--- config.mk ---
export PLATFORM = sky130hd
export DESIGN_NAME = pe_array_tile_sequencer
export DESIGN_NICKNAME = d
export VERILOG_FILES = /design/src/rtl/pe_array_tile_sequencer.sv
export SDC_FILE = /design/constraint.sdc
export NUM_CORES = 1
export LEC_CHECK = 0
export ABC_AREA = 1
export BUFFER_PORTS_ARGS = -buffer_cell sky130_fd_sc_hd__buf_2
export CORE_MARGIN = 1.5
export CORE_UTILIZATION = 30
export CTS_CLUSTER_DIAMETER = 30
export DETAILED_ROUTE_END_ITERATION = 16
export PLACE_DENSITY = 0.55
export SYNTH_ARGS = -nofsm -noshare
export SYNTH_HDL_FRONTEND = slang
export SYNTH_SLANG_ARGS = --single-unit
--- constraint.sdc ---
create_clock -name clk -period 2.74 [get_ports clk]
set_clock_uncertainty 0.15 [all_clocks]
set_input_delay 0.274 -clock clk [delete_from_list [all_inputs] [get_ports clk]]
set_output_delay 0.274 -clock clk [all_outputs]
set_load 0.01 [all_outputs]
--- src/rtl/pe_array_tile_sequencer.sv ---
// rtl/pe_array_tile_sequencer.sv - per-tile control sequencer for the PE array
//
// Walks one output tile through CLR -> BIAS -> MAC -> PACK -> OUT -> DONE.
// Ports:
//   clk, reset (async, active-low)
//   start, k_len, out_precision : tile request and config, taken only in IDLE
//   out_ready                   : downstream accepts the output beat
//   busy, done                  : status towards the layer controller
//   clear, enable_mac, enable_bias_32bits, addr_bias_32bits,
//   enable_BUFFERED_OUTPUT      : array strobes, at most one active per cycle
//   out_valid                   : output beat valid
//   mac_count                   : MAC cycles completed in the current tile
module pe_array_tile_sequencer #(
  parameter int K_WIDTH    = 16,
  parameter int PREC_WIDTH = 2
) (
  input  logic                  clk,
  input  logic                  reset,
  input  logic                  start,
  input  logic [K_WIDTH-1:0]    k_len,
  input  logic [PREC_WIDTH-1:0] out_precision,
  input  logic                  out_ready,
  output logic                  busy,
  output logic                  done,
  output logic                  clear,
  output logic                  enable_mac,
  output logic                  enable_bias_32bits,
  output logic [1:0]            addr_bias_32bits,
  output logic                  enable_BUFFERED_OUTPUT,
  output logic                  out_valid,
  output logic [K_WIDTH-1:0]    mac_count
);

  typedef enum logic [2:0] {
    S_IDLE, S_CLR, S_BIAS, S_MAC, S_PACK, S_OUT, S_DONE
  } state_t;

  state_t                state_q, state_d;
  logic [1:0]            phase_q, phase_d;
  logic [K_WIDTH-1:0]    mac_q, mac_d;
  logic [K_WIDTH-1:0]    k_q, k_d;
  logic [PREC_WIDTH-1:0] prec_q, prec_d;
  logic [1:0]            pack_len;
  state_t                after_mac;

  // Pack shifts needed to assemble one beat; code 3 behaves like 8-bit.
  always_comb begin
    pack_len = 2'd0;
    if (prec_q == PREC_WIDTH'(1)) pack_len = 2'd1;
    else if (prec_q == PREC_WIDTH'(2)) pack_len = 2'd3;
  end

  always_comb begin
    after_mac = (pack_len == 2'd0) ? S_OUT : S_PACK;
  end

  always_comb begin
    state_d = state_q;
    phase_d = phase_q;
    mac_d   = mac_q;
    k_d     = k_q;
    prec_d  = prec_q;
    case (state_q)
      S_IDLE: begin
        if (start) begin
          k_d     = k_len;
          prec_d  = out_precision;
          mac_d   = '0;
          state_d = S_CLR;
        end
      end
      S_CLR: begin
        phase_d = 2'd0;
        state_d = S_BIAS;
      end
      S_BIAS: begin
        phase_d = phase_q + 2'd1;
        if (phase_q == 2'd3) begin
          phase_d = 2'd0;
          state_d = (k_q == '0) ? after_mac : S_MAC;
        end
      end
      S_MAC: begin
        // Saturating count; termination compares before the increment so a
        // full-scale k_len never needs a wider counter.
        if (mac_q != k_q) mac_d = mac_q + K_WIDTH'(1);
        if (mac_q == k_q - K_WIDTH'(1)) state_d = after_mac;
      end
      S_PACK: begin
        phase_d = phase_q + 2'd1;
        if (phase_q == pack_len - 2'd1) begin
          phase_d = 2'd0;
          state_d = S_OUT;
        end
      end
      S_OUT: begin
        if (out_ready) state_d = S_DONE;
      end
      S_DONE: begin
        state_d = S_IDLE;
      end
      default: begin
        state_d = S_IDLE;
      end
    endcase
  end

  // Outputs are decoded from the next state so they are registered yet line
  // up with the state they describe.
  always_ff @(posedge clk or negedge reset) begin
    if (!reset) begin
      state_q                <= S_IDLE;
      phase_q                <= 2'd0;
      mac_q                  <= '0;
      k_q                    <= '0;
      prec_q                 <= '0;
      busy                   <= 1'b0;
      done                   <= 1'b0;
      clear                  <= 1'b0;
      enable_mac             <= 1'b0;
      enable_bias_32bits     <= 1'b0;
      addr_bias_32bits       <= 2'd0;
      enable_BUFFERED_OUTPUT <= 1'b0;
      out_valid              <= 1'b0;
    end else begin
      state_q                <= state_d;
      phase_q                <= phase_d;
      mac_q                  <= mac_d;
      k_q                    <= k_d;
      prec_q                 <= prec_d;
      busy                   <= (state_d != S_IDLE);
      done                   <= (state_d == S_DONE);
      clear                  <= (state_d == S_CLR);
      enable_mac             <= (state_d == S_MAC);
      enable_bias_32bits     <= (state_d == S_BIAS);
      addr_bias_32bits       <= (state_d == S_BIAS) ? phase_d : 2'd0;
      enable_BUFFERED_OUTPUT <= (state_d == S_PACK);
      out_valid              <= (state_d == S_OUT);
    end
  end

  assign mac_count = mac_q;

endmodule

==> summary.txt <==
Final Non-Filler Cells = 612
CTS hold repair buffers = 5
via count = 2850
Syn Nets = 446
Mean Syn Cell Area = 7.28 um2
Distinct cells, synth = 34
largest net degree at the start of global routing = 31
Overflow after GRT = 0
pre-CTS WS = 0.518 ns
remaining antenna violation count = 0
Worst path max stage delay = 0.45 ns
total track usage = 0.163
Tcrit/Tclk final = 0.825
Buf/Inv on CP = 2
outcome = complete, no violations
Fillers = 1103
slowest CP cell = dfrtp_1
RSZ-0062 raised after global routing = no
drt first pass iters = 4
Main synth FF type = dfrtp_1
fin crit period = 2.26 ns
Yosys reg bits = 48
layout net count = 504
Pins Over Slew Limit = 0
DRC viols = 0
Leak = 1.77 nW
CTS tree = done
Worst Max-Slew Pin Slew = 0.516 ns
TritonCTS Buffers = 5
worst path cell trace = inv_2, ha_1, nand2_2, nor2_4, nand2_2, nor3_2, a21oi_1, nor3_2, nand2_2, clkinv_1, nand3_1
total of warnings raised by yosys = 0
ant diodes = 0
area leader, netlist = dfrtp_1
CP Launch Type = flip-flop
most frequent CP cell = nand2_2
Achievable Freq = 442 MHz
initial core utilization = 0.311
top-area cell type share of the netlist area = 0.393
pwr dens = 377 nW/um2
core footprint = 9820 um2
crit end category = flip-flop
delay-heaviest family, CP = simple AND/OR/NAND/NOR gates
Min Hold Slack = 0.00365 ns
crit path DAT = 2.31 ns
max_cap viols = 0
fraction of layout cells with a size suffix above 1 = 0.207
die height = 104 um
initial antenna violation count = 0
DRT iter0 DRCs = 123
Relative slew margins = 0.655
Hold Vio Cnt, Final = 0
I/O Buffers = 46
Root Driver = clkbuf_8
clock-pin slew on the worst setup and hold paths = 0.10 ns
count leader, synth = nand2_1
critical path fanouts, max = 5
WL final = 8.12 mm
Final TNS setup = 0 ns
Critical Path RT = 2.79 ns
IO Pins = 47
Post-synth EDFFs = 0
placed insts = 599
die area = 10800 um2
CTS Buffer Depth = 2
Die W = 104 um
Hold Path Class = in2reg
vias per inst = 4.66
Final WS setup = 0.478 ns
post-CTS sizing = 0
Num Clock Sinks = 48
vias in the first global route = 2862
hpwl dp = 6.40 mm
H-Tree Depth = 2
top cells by count, synth = 124 x nand2_1, 48 x dfrtp_1, 47 x inv_1
final setup fails = 0
clk_lat worst skew = 0.32 ns
first-pass GRT wire length = 14.0 mm
top cells by area in the synthesized netlist = dfrtp_1 39%, nand2_1 15%, inv_1 5.8%, nor2_1 4.9%, nand3_1 3.9%
Routability Congestion = 0.887
Seq/Total Area, Yosys = 0.393
Area Growth Syn to Fin = 19.4%
Synth Instances = 420
Setup Crit Path Kind = reg2reg
# rows = 36
peak supply drop = 0.000168 V
WL/cell = 13.3 um
share of flip-flops with an asynchronous set or reset = 1.00
number of post-CTS setup repair buffers = 0
Cell Area, Synth = 3060 um2
[final timing paths]
path / startpoint / end / slack (ns) / cells past startpoint
setup / recovery: k_q[0] / busy / 0.48 / 11
hold reg to reg: prec_q[0] / prec_q[0] / 0.35 / 2
setup reg to reg: k_q[0] / busy / 0.48 / 11
max in group asynchronous: reset / mac_count[10] / 1.41 / 3
min in group asynchronous: reset / mac_count[5] / 0.27 / 2
hold / removal: k_len[0] / k_q[0] / 0.004 / 3
[per-layer routing]
metal | vias up | GRT usage | wire (um)
met5 | - | 0 | 0
met4 | 0 | 0.0625 | 194
met3 | 18 | 0.0276 | 347
met2 | 56 | 0.250 | 3580
met1 | 1320 | 0.228 | 4000
li1 | 1456 | - | -
[worst reg2reg max path, delay by kind of cell (launching register included)]
| family | cells | cell delay (ns) |
|---|---|---|
| AO/OA/AOI/OAI | 1 | 0.11 |
| adder cells (fa/ha/maj) | 1 | 0.25 |
| buffers and inverters | 2 | 0.18 |
| flip-flops | 1 | 0.45 |
| AND/OR/NAND/NOR | 7 | 1.01 |
[sequential cells by signal, summed over array words and instances, names as in the netlist]
| register | flops |
|---|---|
| prec_q | 2 |
| clear | 1 |
| done | 1 |
| state_q | 3 |
| k_q | 16 |
| busy | 1 |
| phase_q | 2 |
| mac_count | 16 |
| out_valid | 1 |
| enable_BUFFERED_OUTPUT | 1 |
| enable_mac | 1 |
| addr_bias_32bits | 2 |
| enable_bias_32bits | 1 |
[cell families after synthesis]
logic type                 count (synthesis)  synth area share
DFF                                       48             0.393
buffers and inverters                     60            0.0790
and+or+nand+nor                          241             0.364
AOI/OAI and AO/OA                         48            0.0933
adders and majority gates                  4            0.0164
xor gates and xnor gates                  19            0.0544
[area by class of cell]
cell class / instances / area (um2) / area share
sequential: 48 / 1200 / 0.329
clock inverter: 3 / 68.8 / 0.0189
clock buffer: 5 / 68.8 / 0.0189
timing repair buffer: 57 / 325 / 0.0891
tap: 133 / 166 / 0.0456
inverter: 54 / 204 / 0.0559
multi-input combinational: 312 / 1620 / 0.443
[stage by stage]
step	instance area, um2	utilization	total power, W
2_1_floorplan	3060	-	0.000723
3_3_place_gp	3460	0.353	0.000753
3_5_place_dp	3460	0.353	0.000754
4_1_cts	3650	0.372	0.00140
5_1_grt	3650	0.372	0.00142
6_report	3650	0.372	0.00138
[placed cells by master (no fill, tap or decap), types with 4 or more instances in the layout]
cell and instances:
nor2_2 8, inv_1 47, o31ai_1 8, inv_2 5
o21ai_1 4, dfrtp_1 48, ha_1 4, nor3_1 11
dlygate4sd3_1 5, nand4_1 7, xor2_1 11, nand2_1 124
buf_2 46, xnor2_1 8, nor2_1 40, o21ai_0 21
nand2_2 10, buf_4 6, clkbuf_8 5, nand3_1 24
nor3_2 6, a21oi_1 9
[power breakdown]
group,leakage [nW],internal [W],switching [W]
registers,0.562,0.000708,0
clock network,0.0687,0.000367,0.000265
logic,1.14,0.0000160,0.0000198
Power figures use the tool's default switching activity.
